--- src/rtl/ifu_pkg.sv ---
// -----------------------------------------------------------------------------
// ifu_pkg
// Shared definitions for the instruction-fetch unit:
//   npc_sel_e     redirect kind driven by decode (seq / beq / j,jal / jr)
//   INSTR_W       instruction width in bits
//   IFU_RESET_PC  default word address fetched first after reset (byte 0x3000)
// -----------------------------------------------------------------------------
package ifu_pkg;

   typedef enum logic [1:0] {
      NPC_SEQ = 2'b00,
      NPC_BEQ = 2'b01,
      NPC_J   = 2'b10,
      NPC_JR  = 2'b11
   } npc_sel_e;

   localparam int INSTR_W = 32;

   localparam logic [29:0] IFU_RESET_PC = 30'h0000_0C00;

endpackage : ifu_pkg

--- src/rtl/ifu_fq.sv ---
// -----------------------------------------------------------------------------
// ifu_fq
// Synchronous FIFO with a single-cycle flush, used as the prefetch queue.
// Ports:
//   clk      in   clock, rising edge
//   reset    in   asynchronous active-high reset (empties the queue)
//   flush_i  in   discard all entries at the next edge; wins over push/pop
//   push_i   in   write wdata_i at the tail (caller guarantees not full)
//   wdata_i  in   W-bit entry
//   pop_i    in   drop the head entry (ignored when empty)
//   rdata_o  out  head entry (undefined content when count_o == 0)
//   valid_o  out  queue holds at least one entry
//   count_o  out  number of stored entries, 0..DEPTH
// -----------------------------------------------------------------------------
module ifu_fq #(
   parameter  int W     = 62,
   parameter  int DEPTH = 4,
   localparam int PW    = $clog2(DEPTH),
   localparam int CW    = PW + 1
) (
   input  logic          clk,
   input  logic          reset,
   input  logic          flush_i,
   input  logic          push_i,
   input  logic [W-1:0]  wdata_i,
   input  logic          pop_i,
   output logic [W-1:0]  rdata_o,
   output logic          valid_o,
   output logic [CW-1:0] count_o
);

   logic [W-1:0]  mem_q [DEPTH];
   logic [PW-1:0] wr_ptr_q, wr_ptr_d;
   logic [PW-1:0] rd_ptr_q, rd_ptr_d;
   logic [CW-1:0] count_q, count_d;
   logic          do_push;
   logic          do_pop;

   assign do_push = push_i & ~flush_i;
   assign do_pop  = pop_i & (count_q != '0) & ~flush_i;

   // Pointers wrap naturally because DEPTH is a power of two.
   always_comb begin
      wr_ptr_d = wr_ptr_q;
      rd_ptr_d = rd_ptr_q;
      count_d  = count_q;
      if (flush_i) begin
         wr_ptr_d = '0;
         rd_ptr_d = '0;
         count_d  = '0;
      end else begin
         if (do_push) wr_ptr_d = wr_ptr_q + 1'b1;
         if (do_pop)  rd_ptr_d = rd_ptr_q + 1'b1;
         count_d = count_q + CW'(do_push) - CW'(do_pop);
      end
   end

   always_ff @(posedge clk or posedge reset) begin
      if (reset) begin
         wr_ptr_q <= '0;
         rd_ptr_q <= '0;
         count_q  <= '0;
      end else begin
         wr_ptr_q <= wr_ptr_d;
         rd_ptr_q <= rd_ptr_d;
         count_q  <= count_d;
      end
   end

   // Storage carries data only; validity is tracked by count_q.
   always_ff @(posedge clk) begin
      if (do_push) mem_q[wr_ptr_q] <= wdata_i;
   end

   assign rdata_o = mem_q[rd_ptr_q];
   assign valid_o = (count_q != '0);
   assign count_o = count_q;

endmodule : ifu_fq

--- src/rtl/ifu_prefetch.sv ---
// -----------------------------------------------------------------------------
// ifu_prefetch
// Decoupled instruction-fetch unit. Keeps the PC, issues one word-address read
// per cycle to a 1-cycle-latency instruction memory while queue credit is
// available, buffers responses in a flushable prefetch queue (ifu_fq) and
// hands them to decode over valid/ready. Decode-resolved redirects reload the
// PC, flush the queue and squash the in-flight read.
//
// Build option: define IFU_JR_EN to make npc_sel=11 redirect to
// redir_reg[AW+1:2]; otherwise npc_sel=11 behaves as sequential.
//
// Ports:
//   clk        in   clock
//   reset      in   asynchronous active-high reset
//   im_req     out  instruction-memory read strobe
//   im_addr    out  word address of the current request (= PC)
//   im_rdata   in   instruction for the request of the previous cycle
//   ins        out  head instruction (0 when ins_valid=0)
//   ins_pc     out  word address of ins (0 when ins_valid=0)
//   jal_ins    out  ins_pc+1 link address (0 when ins_valid=0)
//   ins_valid  out  head entry present
//   ins_ready  in   decode accepts head
//   npc_sel    in   redirect kind: 00 seq, 01 beq, 10 j/jal, 11 jr
//   redir_pc   in   word address of the control instruction
//   zero       in   beq condition
//   imm        in   instr[25:0]
//   redir_reg  in   rs value for jr (byte address)
// -----------------------------------------------------------------------------
module ifu_prefetch
   import ifu_pkg::*;
#(
   parameter int             AW         = 30,
   parameter int             FIFO_DEPTH = 4,
   parameter logic [AW-1:0]  RESET_PC   = AW'(IFU_RESET_PC)
) (
   input  logic          clk,
   input  logic          reset,
   output logic          im_req,
   output logic [AW-1:0] im_addr,
   input  logic [31:0]   im_rdata,
   output logic [31:0]   ins,
   output logic [AW-1:0] ins_pc,
   output logic [AW-1:0] jal_ins,
   output logic          ins_valid,
   input  logic          ins_ready,
   input  logic [1:0]    npc_sel,
   input  logic [AW-1:0] redir_pc,
   input  logic          zero,
   input  logic [25:0]   imm,
   input  logic [31:0]   redir_reg
);

   localparam int CW = $clog2(FIFO_DEPTH) + 1;
   localparam int FW = AW + INSTR_W;

   // Bits of a j target taken from the instruction; the rest come from PC+1.
   localparam logic [AW-1:0] J_MASK = AW'(32'h03FF_FFFF);

   logic [AW-1:0] pc_q, pc_d;
   logic          infl_q, infl_d;
   logic [AW-1:0] infl_pc_q, infl_pc_d;

   logic [AW-1:0] link_pc;
   logic [AW-1:0] beq_tgt;
   logic [AW-1:0] j_tgt;
   logic          taken;
   logic [AW-1:0] target;

   logic          q_valid;
   logic [FW-1:0] q_rdata;
   logic [CW-1:0] q_count;
   logic          pop;
   logic          push;
   logic [CW:0]   occupancy;
   logic          credit_ok;

   logic          unused_redir;

   // ---------------------------------------------------------------------
   // Redirect target selection
   // ---------------------------------------------------------------------
   assign link_pc = redir_pc + 1'b1;
   assign beq_tgt = link_pc + {{(AW-16){imm[15]}}, imm[15:0]};
   assign j_tgt   = (link_pc & ~J_MASK) | AW'(imm);

   always_comb begin
      taken  = 1'b0;
      target = link_pc;
      case (npc_sel)
         NPC_BEQ: begin
            if (zero) begin
               taken  = 1'b1;
               target = beq_tgt;
            end
         end
         NPC_J: begin
            taken  = 1'b1;
            target = j_tgt;
         end
`ifdef IFU_JR_EN
         NPC_JR: begin
            taken  = 1'b1;
            target = redir_reg[AW+1:2];
         end
`endif
         default: ;
      endcase
   end

   // Only part of redir_reg (or none of it) feeds the datapath.
   assign unused_redir = ^redir_reg;

   // ---------------------------------------------------------------------
   // Credit and request
   // ---------------------------------------------------------------------
   assign pop = q_valid & ins_ready;

   // Entries that will be owned after this edge: stored + in flight - leaving.
   // pop implies count >= 1, so the subtraction cannot wrap.
   assign occupancy = {1'b0, q_count} + (CW+1)'(infl_q) - (CW+1)'(pop);
   assign credit_ok = occupancy < (CW+1)'(FIFO_DEPTH);

   // reset is included so the strobe drops immediately, without an edge.
   assign im_req  = ~reset & ~taken & credit_ok;
   assign im_addr = pc_q;

   // The response of the previous cycle's read is dropped on a redirect.
   assign push = infl_q & ~taken;

   always_comb begin
      pc_d      = pc_q;
      infl_d    = 1'b0;
      infl_pc_d = infl_pc_q;
      if (taken) begin
         pc_d = target;
      end else if (im_req) begin
         pc_d      = pc_q + 1'b1;
         infl_d    = 1'b1;
         infl_pc_d = pc_q;
      end
   end

   always_ff @(posedge clk or posedge reset) begin
      if (reset) begin
         pc_q   <= RESET_PC;
         infl_q <= 1'b0;
      end else begin
         pc_q   <= pc_d;
         infl_q <= infl_d;
      end
   end

   // The captured PC is qualified by infl_q, so it needs no reset.
   always_ff @(posedge clk) begin
      infl_pc_q <= infl_pc_d;
   end

   // ---------------------------------------------------------------------
   // Prefetch queue and decode-side outputs
   // ---------------------------------------------------------------------
   ifu_fq #(
      .W     (FW),
      .DEPTH (FIFO_DEPTH)
   ) u_fq (
      .clk     (clk),
      .reset   (reset),
      .flush_i (taken),
      .push_i  (push),
      .wdata_i ({infl_pc_q, im_rdata}),
      .pop_i   (pop),
      .rdata_o (q_rdata),
      .valid_o (q_valid),
      .count_o (q_count)
   );

   assign ins_valid = q_valid;
   assign ins       = q_valid ? q_rdata[INSTR_W-1:0] : '0;
   assign ins_pc    = q_valid ? q_rdata[FW-1:INSTR_W] : '0;
   assign jal_ins   = q_valid ? (q_rdata[FW-1:INSTR_W] + 1'b1) : '0;

endmodule : ifu_prefetch
--- config.mk ---
export PLATFORM = sky130hd
export DESIGN_NAME = ifu_prefetch
export DESIGN_NICKNAME = d
export VERILOG_FILES = /design/src/rtl/ifu_pkg.sv /design/src/rtl/ifu_fq.sv /design/src/rtl/ifu_prefetch.sv
export SDC_FILE = /design/constraint.sdc
export NUM_CORES = 1
export LEC_CHECK = 0
export CORE_MARGIN = 2
export CORE_UTILIZATION = 29
export CTS_BUF_LIST = sky130_fd_sc_hd__clkbuf_8 sky130_fd_sc_hd__clkbuf_16
export DETAILED_ROUTE_END_ITERATION = 16
export DONT_BUFFER_PORTS = 1
export SLEW_MARGIN = 20
export SYNTH_ARGS = -nofsm -noshare
export SYNTH_HDL_FRONTEND = slang
export SYNTH_SLANG_ARGS = --single-unit
--- constraint.sdc ---
create_clock -name clk -period 4 [get_ports clk]
set_input_delay 0.8 -clock clk [delete_from_list [all_inputs] [get_ports clk]]
set_output_delay 0.8 -clock clk [all_outputs]
set_load 0.01 [all_outputs]
==> metrics.csv, run 1 <==
metric;value;unit
Die ar.;56700;um^2
Reg-to-Reg Start;u_fq.count_o[1];
critical path peak fanout;6;
Wirelength per Cell;20.3;um
FMAX;246;MHz
Vias;9923;
TritonCTS Sinks;316;
CP Data Required Time;3200;ps
Chip Height;238;um
Hold Crit Class;input port to asynchronous set/reset pin;
DR iter-0 viols;677;
RR Endpoint;im_addr[16];
Post-DRT Antenna Nets;0;
Critical Path Sink Type;output port;
P per Cell Area;637;nW/um^2
cts hold-fix bufs;0;
row cnt;85;
PortBufs;0;
r2r worst-path depth;15;
most common cell after layout, fill and taps aside;edfxtp_1;
drt total wl;40.7;mm
Synth Area per Inst;13.3;um^2
mapped cell area;15900;um^2
Syn Nets;1368;
final hold slack;350;ps
Initial Utilization;0.294;
Final Skew;10.8;ps
Synth warnings;0;
Worst EP arrival;3270;ps
ys async rst share;0.120;
io pins;250;
Total GRT Usage;0.142;
layout cells sized above 1;0.198;
first-pass GRT wire length;61.8;mm
n_diodes;0;
flops & latches, synth;316;
CTS tree;yes;
slew at the pin closest to its max-slew limit;921;ps
Root Driver;clkbuf_16;
sequential area share after synthesis;0.585;
worst skew pair latency;510;ps
ys flop type;edfxtp_1;
worst vdd ir;0.000283;V
Post-Syn Instances;1192;
vias per cell;4.96;
Slew Viols, Final;0;
final hold viol count;0;
Leak;0.00647;uW
GPL Wtd Cong;0.859;
Rel. slew slack;0.386;
Die X;238;um
worst reg-to-reg setup slack;670;ps
kind of critical path;flop to output port;
Tcrit/Tclk final;1.02;
Yosys cell types;72;
Reg clk slew, reported paths;60;ps
Num CTS Buffers;34;
Layout area overhead;17.3;%
most frequent cells in the layout;edfxtp_1 (278), buf_4 (98), nand2_1 (79);
Detailed Place HPWL;29.2;mm
final setup violating endpoints;2;
drt pass-1 iters;5;
number of enable flip-flop cells after synthesis;278;
Final Worst Setup Slack;-66.1;ps
Power Total;11900;uW
clk buf depth;3;
unrepaired setup endpoints after global routing;yes;
H-tree Lvls;2;
vias in the first global route;10100;
Critical Path Source Type;flop;
min Tclk post-route;4070;ps
largest net degree at the start of global routing;94;
GRT overflow;0;
total core area;54000;um^2
final net count;1456;
run status;complete, but fails checks;
failing checks;negative setup slack;
initial antenna violation count;2;
Residual DRC;0;
max cap viols;0;
-- metrics by stage --
step	TNS (ps)	area [um^2]	utilization	std cells	setup WS (ps)
global route	-430	18700	0.345	2002	-165
floorplan	0	15900	-	1192	132
CTS	-241	18600	0.344	1999	-110
detailed placement	-177	17200	0.319	1917	-79.5
global placement	-188	17200	0.319	1917	-95.0
finish	-67.8	18700	0.345	2002	-66.1
-- routing by layer --
metal  track usage  wire (um)  vias to the layer above
met4        0.0290        526                        2
met5             0         15                        -
met2         0.230      19100                      300
li1              -          -                     4688
met1         0.184      17500                     4893
met3        0.0503       3580                       40
-- worst max-delay path by stage --
stage	from	to	slack, ps	cells past startpoint
floorplan	redir_pc[3]	im_addr[29]	130	16
global placement	redir_pc[3]	im_addr[24]	-100	15
detailed placement	redir_pc[3]	im_addr[24]	-80	15
CTS	u_fq.rd_ptr_q[0]	jal_ins[29]	-110	10
global route	u_fq.rd_ptr_q[0]	jal_ins[29]	-170	10
finish	u_fq.rd_ptr_q[0]	jal_ins[29]	-70	10
-- critical path, cell delays in order (launching register included) --
cell     delay (ps)
dfrtp_4         490
buf_8           150
mux4_2          410
and3_4          200
and3_4          210
and3_4          250
nand3_4          80
or3_4           340
or3_4           330
a21oi_2         150
buf_6           140
-- final cells by class --
| type | instances | area (um^2) |
|---|---|---|
| clock buffer | 35 | 876 |
| clock inverter | 27 | 273 |
| inverter | 36 | 135 |
| tap | 696 | 871 |
| timing repair buffer | 106 | 873 |
| fill | 5260 | 35400 |
| multi-input combinational | 786 | 6320 |
| sequential | 316 | 9310 |
-- kinds of logic (layout without fill, tap and decap cells) --
kind of cell,Yosys count,after routing,synth area share
fa+ha+maj,50,50,0.0403
mux,67,67,0.0922
buf+inv,90,204,0.0239
compound gates,190,190,0.0777
xor+xnor,100,100,0.0551
simple gates,379,379,0.126
flops,316,316,0.585
-- where the power goes --
| group | leakage (uW) | total [uW] | switching (uW) | internal (uW) |
|---|---|---|---|---|
| Combinational | 0.00294 | 4040 | 2380 | 1660 |
| Clock | 0.000588 | 3170 | 1250 | 1920 |
| Sequential | 0.00294 | 4670 | 478 | 4190 |
| Total | 0.00647 | 11900 | 4110 | 7770 |
-- sequential cells by signal, summed over array words and instances, names as in the netlist --
signal         count
u_fq.mem_q       248
im_addr           30
infl_pc_q         30
u_fq.count_o       3
u_fq.rd_ptr_q      2
u_fq.wr_ptr_q      2
infl_q             1
-- Yosys cell counts, drive strengths merged, types with 36 or more instances --
cell    count  area (um^2)
o21ai      42          210
ha         48          601
inv        36          135
nand3      45          243
xor2       51          447
nor2b      66          413
nor2       82          315
edfxtp    278         8350
clkbuf     38          143
a21oi      51          255
mux4       62         1410
nand2      80          300
dfrtp      36          901
xnor2      49          429
-- what timing repair did --
action | 4_1_cts | 5_1_grt
buffers inserted | 20 | 3
cloned | 0 | 0
setup endpoints to repair | 12 | 6
pin swaps | 7 | 6
resized for setup | 19 | 10
No activity file was read; power rests on OpenSTA's default activity.
==> run 2, diff against run 1 <==
--- a/config.mk
+++ b/config.mk
@@ -5,6 +5,7 @@
 export SDC_FILE = /design/constraint.sdc
 export NUM_CORES = 1
 export LEC_CHECK = 0
+export CAP_MARGIN = 5
 export CORE_MARGIN = 2
 export CORE_UTILIZATION = 29
 export CTS_BUF_LIST = sky130_fd_sc_hd__clkbuf_8 sky130_fd_sc_hd__clkbuf_16
==> results of run 2 <==
The final DEF is identical to that of run 1; final timing and power are the same.
